`config.mk`:
```
export PLATFORM = sky130hd
export DESIGN_NAME = pcie_cq_cc_responder
export DESIGN_NICKNAME = d
export VERILOG_FILES = /design/src/rtl/pcie_cq_cc_responder.sv
export SDC_FILE = /design/constraint.sdc
export NUM_CORES = 2
export LEC_CHECK = 0
export ABC_CLOCK_PERIOD_IN_PS = 2700
export BUFFER_PORTS_ARGS = -buffer_cell sky130_fd_sc_hd__buf_2
export CAP_MARGIN = 5
export CORE_ASPECT_RATIO = 0.5
export CORE_UTILIZATION = 55
export DETAILED_ROUTE_END_ITERATION = 10
export PLACE_DENSITY = 0.72
export SLEW_MARGIN = 5
export SYNTH_ARGS = -nofsm -noshare
export SYNTH_HDL_FRONTEND = slang
export SYNTH_SLANG_ARGS = --single-unit
```
`constraint.sdc`:
```
create_clock -name pcie_clk_in -period 2.7 [get_ports pcie_clk_in]
set_input_delay 0.135 -clock pcie_clk_in [delete_from_list [all_inputs] [get_ports pcie_clk_in]]
set_output_delay 0.135 -clock pcie_clk_in [all_outputs]
set_load 0.02 [all_outputs]
```
`src/rtl/pcie_cq_cc_responder.sv`:
```
// ---------------------------------------------------------------------------
// pcie_cq_cc_responder
//
// User-side PCIe completer for the 64-bit UltraScale AXI4-Stream interface.
// Accepts requests on the completer-request (CQ) stream, executes single-DW
// memory writes and reads against an internal register file, and returns
// read completions on the completer-completion (CC) stream. One request is
// handled at a time; CQ is backpressured while a completion is being sent.
//
// Ports
//   pcie_clk_in          clock, all logic on the rising edge
//   pcie_reset_out       synchronous active-high reset
//   pcie_link_up         0 blocks acceptance of new requests (IDLE only)
//   m_axis_cq_*          CQ request stream in (tuser: [3:0] first_be, [40] sop)
//   s_axis_cc_*          CC completion stream out (tuser always 0)
//   cfg_completer_id     bus/dev/func placed in completion DW2
//   wr_cnt/rd_cnt/drop_cnt  accepted writes, successful reads, dropped requests
// ---------------------------------------------------------------------------
module pcie_cq_cc_responder #(
    parameter int PCIE_DATA_WIDTH = 64,
    parameter int PCIE_KEEP_WIDTH = PCIE_DATA_WIDTH / 32,
    parameter int REG_AW          = 6
) (
    input  logic                       pcie_clk_in,
    input  logic                       pcie_reset_out,
    input  logic                       pcie_link_up,

    input  logic [PCIE_DATA_WIDTH-1:0] m_axis_cq_tdata,
    input  logic [84:0]                m_axis_cq_tuser,
    input  logic                       m_axis_cq_tlast,
    input  logic [PCIE_KEEP_WIDTH-1:0] m_axis_cq_tkeep,
    input  logic                       m_axis_cq_tvalid,
    output logic                       m_axis_cq_tready,

    output logic [PCIE_DATA_WIDTH-1:0] s_axis_cc_tdata,
    output logic [84:0]                s_axis_cc_tuser,
    output logic                       s_axis_cc_tlast,
    output logic [PCIE_KEEP_WIDTH-1:0] s_axis_cc_tkeep,
    output logic                       s_axis_cc_tvalid,
    input  logic                       s_axis_cc_tready,

    input  logic [15:0]                cfg_completer_id,

    output logic [31:0]                wr_cnt,
    output logic [31:0]                rd_cnt,
    output logic [31:0]                drop_cnt
);

    localparam int DEPTH = 2 ** REG_AW;
    // Keep enough address bits for both the register index and the 7-bit
    // lower-address field of the completion.
    localparam int AW_HI = (REG_AW > 5) ? (REG_AW + 1) : 6;

    typedef enum logic [2:0] {
        ST_IDLE,
        ST_HDR1,
        ST_WDATA,
        ST_DRAIN,
        ST_CPL0,
        ST_CPL1
    } state_t;

    state_t state_reg;
    state_t state_next;

    logic [AW_HI:2]    addr_reg;
    logic [3:0]        first_be_reg;
    logic [15:0]       req_id_reg;
    logic [7:0]        tag_reg;
    logic [2:0]        tc_reg;
    logic [2:0]        attr_reg;
    logic              ur_reg;
    logic [31:0]       wr_cnt_reg;
    logic [31:0]       rd_cnt_reg;
    logic [31:0]       drop_cnt_reg;

    logic              cq_ready;
    logic              cq_fire;
    logic              cc_fire;
    logic              cq_sop;
    logic [3:0]        req_type;
    logic [10:0]       req_dw_count;
    logic              is_mrd;
    logic              is_mwr;
    logic              is_single;
    logic              hdr_drop;
    logic              wr_en;
    logic [REG_AW-1:0] reg_idx;
    logic [31:0]       rd_data;
    logic [31:0]       cpl_dw0;
    logic [31:0]       cpl_dw1;
    logic [31:0]       cpl_dw2;
    logic              unused_cq_bits;

    // -----------------------------------------------------------------------
    // CQ request decode
    // -----------------------------------------------------------------------
    assign cq_sop       = m_axis_cq_tuser[40];
    assign req_dw_count = m_axis_cq_tdata[10:0];
    assign req_type     = m_axis_cq_tdata[14:11];
    assign is_mrd       = (req_type == 4'd0);
    assign is_mwr       = (req_type == 4'd1);
    assign is_single    = (req_dw_count == 11'd1);
    // Reads with a bad length are still answered (with UR), so only
    // non-read requests that are not a single-DW write are dropped here.
    assign hdr_drop     = !is_mrd && !(is_mwr && is_single);

    // Fields not interpreted by this completer (last_be, address type,
    // upper address, tkeep, the remaining tuser sidebands).
    assign unused_cq_bits = ^{m_axis_cq_tuser, m_axis_cq_tkeep, m_axis_cq_tdata};

    // Ready is held low while reset is asserted so nothing is accepted then.
    always_comb begin
        cq_ready = 1'b0;
        case (state_reg)
            ST_IDLE:  cq_ready = pcie_link_up;
            ST_HDR1:  cq_ready = 1'b1;
            ST_WDATA: cq_ready = 1'b1;
            ST_DRAIN: cq_ready = 1'b1;
            default:  cq_ready = 1'b0;
        endcase
        if (pcie_reset_out) begin
            cq_ready = 1'b0;
        end
    end

    assign m_axis_cq_tready = cq_ready;
    assign cq_fire          = m_axis_cq_tvalid && cq_ready;
    assign cc_fire          = s_axis_cc_tvalid && s_axis_cc_tready;

    // -----------------------------------------------------------------------
    // FSM
    // -----------------------------------------------------------------------
    always_ff @(posedge pcie_clk_in) begin
        if (pcie_reset_out) begin
            state_reg <= ST_IDLE;
        end else begin
            state_reg <= state_next;
        end
    end

    always_comb begin
        state_next = state_reg;
        case (state_reg)
            ST_IDLE: begin
                if (cq_fire) begin
                    if (cq_sop) begin
                        state_next = ST_HDR1;
                    end else if (!m_axis_cq_tlast) begin
                        state_next = ST_DRAIN;
                    end
                end
            end
            ST_HDR1: begin
                if (cq_fire) begin
                    if (is_mrd) begin
                        state_next = ST_CPL0;
                    end else if (is_mwr && is_single) begin
                        state_next = ST_WDATA;
                    end else if (m_axis_cq_tlast) begin
                        state_next = ST_IDLE;
                    end else begin
                        state_next = ST_DRAIN;
                    end
                end
            end
            ST_WDATA: begin
                if (cq_fire) begin
                    state_next = m_axis_cq_tlast ? ST_IDLE : ST_DRAIN;
                end
            end
            ST_DRAIN: begin
                if (cq_fire && m_axis_cq_tlast) begin
                    state_next = ST_IDLE;
                end
            end
            ST_CPL0: begin
                if (cc_fire) begin
                    state_next = ST_CPL1;
                end
            end
            ST_CPL1: begin
                if (cc_fire) begin
                    state_next = ST_IDLE;
                end
            end
            default: state_next = ST_IDLE;
        endcase
    end

    // -----------------------------------------------------------------------
    // Request field capture (data only, no reset needed)
    // -----------------------------------------------------------------------
    always_ff @(posedge pcie_clk_in) begin
        if (state_reg == ST_IDLE && cq_fire && cq_sop) begin
            addr_reg     <= m_axis_cq_tdata[AW_HI:2];
            first_be_reg <= m_axis_cq_tuser[3:0];
        end
        if (state_reg == ST_HDR1 && cq_fire) begin
            req_id_reg <= m_axis_cq_tdata[31:16];
            tag_reg    <= m_axis_cq_tdata[39:32];
            tc_reg     <= m_axis_cq_tdata[59:57];
            attr_reg   <= m_axis_cq_tdata[62:60];
            ur_reg     <= !is_single;
        end
    end

    // -----------------------------------------------------------------------
    // Counters
    // -----------------------------------------------------------------------
    always_ff @(posedge pcie_clk_in) begin
        if (pcie_reset_out) begin
            wr_cnt_reg   <= 32'd0;
            rd_cnt_reg   <= 32'd0;
            drop_cnt_reg <= 32'd0;
        end else begin
            if (state_reg == ST_WDATA && cq_fire) begin
                wr_cnt_reg <= wr_cnt_reg + 32'd1;
            end
            if (state_reg == ST_CPL1 && cc_fire && !ur_reg) begin
                rd_cnt_reg <= rd_cnt_reg + 32'd1;
            end
            if ((state_reg == ST_HDR1 && cq_fire && hdr_drop) ||
                (state_reg == ST_CPL1 && cc_fire && ur_reg)) begin
                drop_cnt_reg <= drop_cnt_reg + 32'd1;
            end
        end
    end

    assign wr_cnt   = wr_cnt_reg;
    assign rd_cnt   = rd_cnt_reg;
    assign drop_cnt = drop_cnt_reg;

    // -----------------------------------------------------------------------
    // Register file: one byte-wide RAM per lane so first_be maps directly to
    // independent lane write enables. The read port is registered and runs
    // every cycle, so by CPL1 it reflects any write that preceded the read.
    // -----------------------------------------------------------------------
    assign reg_idx = addr_reg[REG_AW+1:2];
    assign wr_en   = (state_reg == ST_WDATA) && cq_fire;

    genvar gi;
    generate
        for (gi = 0; gi < 4; gi++) begin : g_lane
            logic [7:0] mem [0:DEPTH-1];
            logic [7:0] rd_byte_reg;

            always_ff @(posedge pcie_clk_in) begin
                if (wr_en && first_be_reg[gi]) begin
                    mem[reg_idx] <= m_axis_cq_tdata[gi*8 +: 8];
                end
                rd_byte_reg <= mem[reg_idx];
            end

            assign rd_data[gi*8 +: 8] = rd_byte_reg;
        end
    endgenerate

    // -----------------------------------------------------------------------
    // Completion descriptor. Outputs are decoded from state and latched
    // fields only, so they hold while the CC sink stalls.
    // -----------------------------------------------------------------------
    assign cpl_dw0 = {3'b000, (ur_reg ? 13'd0 : 13'd4), 9'd0, addr_reg[6:2], 2'b00};
    assign cpl_dw1 = {req_id_reg, 2'b00, (ur_reg ? 3'b001 : 3'b000),
                      (ur_reg ? 11'd0 : 11'd1)};
    assign cpl_dw2 = {1'b0, attr_reg, tc_reg, 1'b0, cfg_completer_id, tag_reg};

    always_comb begin
        s_axis_cc_tvalid = 1'b0;
        s_axis_cc_tlast  = 1'b0;
        s_axis_cc_tkeep  = '0;
        s_axis_cc_tdata  = '0;
        case (state_reg)
            ST_CPL0: begin
                s_axis_cc_tvalid = 1'b1;
                s_axis_cc_tkeep  = 2'b11;
                s_axis_cc_tdata  = {cpl_dw1, cpl_dw0};
            end
            ST_CPL1: begin
                s_axis_cc_tvalid = 1'b1;
                s_axis_cc_tlast  = 1'b1;
                s_axis_cc_tkeep  = ur_reg ? 2'b01 : 2'b11;
                s_axis_cc_tdata  = {(ur_reg ? 32'h0 : rd_data), cpl_dw2};
            end
            default: ;
        endcase
    end

    assign s_axis_cc_tuser = '0;

endmodule

```
; Yosys cells after proc, flatten, opt, wreduce, memory -nomap -nowiden
; Memory sizes are Yosys's and may differ from the RTL's. A register that Yosys moved wholly into a read port is not among the register bits.
; Cells that the tools add are included.
; W data, S select, Z words.
[totals]
ff_bits = 140
ram_bits = 2048
in_bits = 173
out_inout_bits = 250
wordCells = 90
memories = 4
[memory_table]
columns = name, words, word_bits, read_ports, rd_ports_with_merged_regs, write_ports, line_no
row1 = g_lane[0].mem, 64, 8, 1, 1, 1, 245  ; logic [7:0] mem [0:DEPTH-1];
row2 = g_lane[1].mem, 64, 8, 1, 1, 1, 245
row3 = g_lane[2].mem, 64, 8, 1, 1, 1, 245
row4 = g_lane[3].mem, 64, 8, 1, 1, 1, 245
[op_classes]
addsub = 3
n_eq_ne = 14
mux = 31
n_reduce_logical = 27
[ops]
columns = cell, count
row1 = $pmux W64 S2, 1
row2 = $add A32 B1 Y32 const B, 3
row3 = $mux W32, 1
row4 = $mux W3, 10
row5 = $pmux W3 S6, 1
row6 = $logic_and A1 B1 Y1, 17
row7 = $mux W1, 13
row8 = $ne A2 B2 Y1 const B, 6
row9 = $eq A11 B1 Y1 const B, 1
row10 = $reduce_and A7 Y1, 1
row11 = $eq A3 B2 Y1 const B, 2
row12 = $eq A3 B3 Y1 const B, 2
row13 = $mux W2, 3
row14 = $eq A4 B1 Y1 const B, 1
row15 = $logic_not A1 Y1, 4
row16 = $logic_not A4 Y1, 1
row17 = $pmux W2 S2, 1
row18 = $eq A3 B1 Y1 const B, 1
row19 = $logic_not A3 Y1, 1
row20 = $ne A3 B3 Y1 const B, 1
row21 = $reduce_or A3 Y1, 1
row22 = $pmux W1 S2, 1
row23 = $reduce_or A2 Y1, 1
row24 = $logic_or A1 B1 Y1, 1

; Logic depth before layout (Yosys ltp)
[depth]
ltp_word = 9
depth_mapped = 10
mapped_depth_nobuf = 5

; Worst setup path after synthesis
; OpenSTA, ideal clock, no wires.
[synth_path]
path_kind = register to register
startpoint = register state_reg[0]
endpoint = register drop_cnt_reg[17], in the netlist drop_cnt[17]
setup_time_ns = 0.121
t_arrival_ns = 2.802
t_required_ns = 2.579
slack_ns = -0.223
path_stages_with_launch = 8
n_path_buf = 2
synth_period_minus_slack_ns = 2.923
cell_sequence = dfxtp_1 clkbuf_1 inv_1 nor3_4 a31oi_1 buf_2 nor4_1 mux2_2
[synth_between]
elab_chain_len = 8
word_cells_on_any_way = 18
cone_classes = 5 x eq/ne / 3 x mux / 10 x reduce/logical
[synth_lines]
columns = item, line_no
row1 = start: declaration, 63  ; state_t state_reg;
row2 = start signal: assignment, 138  ; state_reg <= state_next;
row3 = $eq A3 B1 Y1 / $eq A3 B2 Y1 (equally long branches), "115, 223"
row4 = $reduce_or A3 Y1 (no line), -
row5 = $pmux W1 S2, 115  ; case (state_reg)
row6 = $mux W1, 122  ; if (pcie_reset_out) begin
row7 = $logic_and A1 B1 Y1, 128  ; assign cq_fire = m_axis_cq_tvalid && cq_ready;
row8 = $logic_and A1 B1 Y1 (2 in series), 223  ; if ((state_reg == ST_HDR1 && cq_fire && hdr_drop) ||
row9 = $logic_or A1 B1 Y1 *, 223
row10 = end signal: assignment, 225  ; drop_cnt_reg <= drop_cnt_reg + 32'd1;
row11 = end: declaration, 75  ; logic [31:0] drop_cnt_reg;
; Every way passes the cells marked *; elsewhere a longest branch is shown, timed or not.
; A chain may end at the register's enable or synchronous reset.

; Worst setup path in the final report
[layout_path]
startpoint = register addr_reg[6] (netlist name)
endpoint = memory g_lane[1].mem[37][3], enable pin
[layout_lines]
columns = item, line_no
row1 = start: declaration, 66  ; logic [AW_HI:2] addr_reg;
row2 = start signal: assignment, 196  ; addr_reg <= m_axis_cq_tdata[AW_HI:2];
row3 = end: declaration, 245
; Straight into the memory's write port.

==> results.json <==
{
  "fin_setup_tns_ns": -2.71,
  "wl_per_cell_um": 33.3,
  "power_density_nw_per_um2": 650,
  "drive_gt1_share_pct": 27.5,
  "antenna_found_initial": 26,
  "drtPass1Iterations": 8,
  "min_path_type": "in2reg",
  "largest_register": "g_lane.mem",
  "synthCells": 5220,
  "finalCriticalPeriod_ns": 2.80,
  "p_switching_mw": 14.1,
  "clkPwrFrac_pct": 40.7,
  "slew_headroom_pct": 17.8,
  "synthArstFlopShare_pct": 0,
  "switching_share_pct": 20.9,
  "total_power_mw": 67.4,
  "seqPwrFrac_pct": 55.9,
  "comb_power_share_pct": 3.4,
  "rsz0062_at_grt": "true",
  "ant_nets": 0,
  "clock_latency_ns": 0.86,
  "end_kind": "flip-flop",
  "num-fill-cells": 10500,
  "ys_types": 81,
  "drc": 0,
  "initial_core_util_pct": 55.5,
  "yosysSeqAreaShare_pct": 74.5,
  "irDropWorstVdd_uv": 567,
  "cts_tree": "yes",
  "fmax_mhz": 357,
  "gr-usage-all-layers_pct": 34.0,
  "required_ns": 3.18,
  "h-tree-depth": 4,
  "synthFlopType": "edfxtp_1",
  "r2r_cells": 6,
  "die_height_um": 284,
  "place.gp.congestion": 0.965,
  "hold_viol": 0,
  "ys_ff_latch": 2220,
  "holdPathStages": 2,
  "final_nets": 6315,
  "fin_skew_ns": 0.0819,
  "path_class": "reg2reg",
  "wl_um": 279000,
  "fin_util_pct": 65.6,
  "p_int_mw": 53.3,
  "gr-total-overflow": 0,
  "whs_ns": 0.0114,
  "drt_iter0_drc": 9264,
  "slew_violations": 0,
  "syn_area_um2": 87800,
  "violations": "setup timing",
  "io_pins": 423,
  "seq_area_um2": 65400,
  "period_share_pct": 104,
  "clk_pin_slew_worst_paths_ns": 0.06,
  "core_um2": 158000,
  "grt_pass1_vias": 53600,
  "reg2reg_slack_ns": -0.1,
  "maxCapViolations": 0,
  "worst_slew_pin_slew_ns": 1.23,
  "crit_path_start_kind": "flip-flop",
  "viasPerCell": 6.72,
  "cts_root_buf": "clkbuf_16",
  "yosys_warnings": 0,
  "grt_pass1_wl_um": 390000,
  "setup_slack_ns": -0.0986,
  "vias": 56500,
  "grt_max_degree": 84,
  "cellLeakagePower_nw": 35.0,
  "r2r-end": "g_lane[1].mem[37][3]$_DFFE_PP_",
  "hp-start": "m_axis_cq_tdata[1]",
  "port_buffers": 235,
  "synth_edf_count": 2089,
  "largest_reg_flops": 2048,
  "clkSinkCount": 2220,
  "dieArea_um2": 161000,
  "place_hpwl_um": 184000,
  "cts_buffers": 194,
  "multiInputGateArea_um2": 20700,
  "crit_arrival_ns": 3.28,
  "fp-row-count": 103,
  "min_to": "g_lane[0].mem[55][1]$_DFFE_PP_",
  "avgSynthCellArea_um2": 16.8,
  "status": "complete, but fails checks",
  "cts.path.max_buffers": 4,
  "setup_viol": 78,
  "reg2reg_from": "addr_reg[6]$_DFFE_PP_",
  "syn_to_final_growth_pct": 18.2,
  "worst-path-max-fanout": 16,
  "fp.dieW_um": 567
}
-- synth_stat cells (9+ instances only) --
cell	count	area (um^2)
a211oi_1	37	278
a21oi_1	151	756
a221o_1	34	340
a221oi_1	145	1270
a22o_1	42	368
a22oi_1	163	1220
a31oi_1	35	219
and2_1	50	313
and3_1	27	169
and3b_1	23	201
and4_1	9	78.8
buf_1	50	188
buf_2	118	591
buf_4	100	751
clkbuf_1	175	657
dfxtp_1	131	2620
edfxtp_1	2089	62700
inv_1	21	78.8
mux2_2	161	1810
mux2i_1	197	1970
mux4_2	192	4320
nand2_1	243	912
nand2b_1	28	175
nand3_1	47	235
nand3b_1	18	135
nand4_1	44	275
nor2_1	356	1340
nor2b_1	15	93.8
nor3_1	28	140
nor3b_1	16	120
nor4_1	18	113
o211ai_1	13	97.6
o21ai_0	110	551
o221ai_1	17	149
o22a_1	25	219
o22ai_1	64	400
o31ai_1	29	218
or3_1	32	200
or4_1	23	173
xnor2_1	32	280
xor2_1	9	78.8
-- through the flow --
stage                     setup WS [ns]  instances  instance area (um^2)
after global routing            -0.0126       8387                104000
after CTS                       0.00604       8377                103000
final                           -0.0986       8399                104000
after detailed placement         -0.186       7977                 96800
after global placement           -0.149       7977                 96800
after floorplan                 -0.0697       5306                 88100
-- worst max path at each step --
| stage | end | cells past startpoint | slack (ns) | start |
|---|---|---|---|---|
| after floorplan | drop_cnt[18]$_SDFFE_PP0P_ | 6 | -0.07 | state_reg[2]$_SDFFE_PP0P_ |
| after global placement | g_lane[0].mem[51][4]$_DFFE_PP_ | 6 | -0.15 | addr_reg[6]$_DFFE_PP_ |
| after detailed placement | g_lane[2].mem[54][2]$_DFFE_PP_ | 6 | -0.19 | addr_reg[6]$_DFFE_PP_ |
| after CTS | g_lane[3].rd_byte_reg[3]$_DFF_P_ | 8 | 0.006 | addr_reg[2]$_DFFE_PP_ |
| after global routing | s_axis_cc_tdata[63] | 5 | -0.01 | state_reg[2]$_SDFFE_PP0P_ |
| final | g_lane[1].mem[37][3]$_DFFE_PP_ | 6 | -0.1 | addr_reg[6]$_DFFE_PP_ |
-- cells in the final DEF, fill, tap and decap left out, drive strengths merged, types with 15 or more instances in the layout --
cell type	count
edfxtp	2089
buf	1021
nor2	356
clkbuf	264
nand2	243
mux2i	197
mux4	192
a22oi	163
mux2	161
a21oi	151
a221oi	145
dfxtp	131
o21ai	110
conb	87
o22ai	64
dlygate4sd3	57
clkinv	56
and2	53
nand3	47
nand4	45
a22o	42
a211oi	37
a31oi	35
a221o	34
or3	33
xnor2	32
o31ai	29
nor3	29
nand2b	28
and3	27
inv	26
o22a	25
or4	24
and3b	23
nand3b	18
nor4	18
nor3b	18
o221ai	17
nor2b	15
-- timing repair --
action | CTS | global route
cloned | 0 | 3
hold endpoints to repair | 689 | 0
setup endpoints to repair | 172 | 141
buffers inserted | 0 | 6
resized for setup | 12 | 27
pin swaps | 0 | 2
hold buffers | 57 | 0
-- final cells by class --
cell class / count / share of cell area (%)
antenna: 13 / 0.0314
clock buffer: 261 / 5.13
clock inverter: 82 / 0.739
inverter: 23 / 0.0977
multi-input combinational: 2619 / 19.9
sequential: 2220 / 63.0
tap: 2100 / 2.53
timing repair buffer: 1081 / 8.51
-- critical path, stage by stage, from the launching register on --
cell,delay [ns]
edfxtp_1,0.40
buf_4,0.25
nor3b_2,0.25
buf_4,0.42
nand2_1,0.52
nor2_1,0.28
buf_4,0.26
-- power by group through the flow --
stage / Sequential (mW) / Clock [mW] / Combinational, mW
after floorplan: 38.4 / 0 / 0.950
after global placement: 38.4 / 0 / 2.03
after detailed placement: 38.4 / 0 / 2.09
after CTS: 37.7 / 27.4 / 2.17
after global routing: 37.7 / 28.8 / 2.33
final: 37.7 / 27.4 / 2.27
-- per-layer routing --
metal / track usage, % / vias to the layer above / wire, um
met3: 13.1 / 824 / 47800
met2: 49.3 / 4841 / 120000
met1: 46.8 / 28200 / 98700
met5: 0.647 / - / 426
li1: - / 22600 / -
met4: 12.7 / 26 / 12200
-- cells by family after synthesis --
family | Yosys count | synth area share [%]
buffers and inverters | 467 | 2.60
DFF | 2220 | 74.5
other | 1 | 0.00427
muxes | 550 | 9.24
adders and majority gates | 3 | 0.0428
xor gates and xnor gates | 41 | 0.409
and+or+nand+nor | 1017 | 5.73
AOI/OAI and AO/OA | 921 | 7.52
Note: power is estimated with default switching activity, not from simulation.
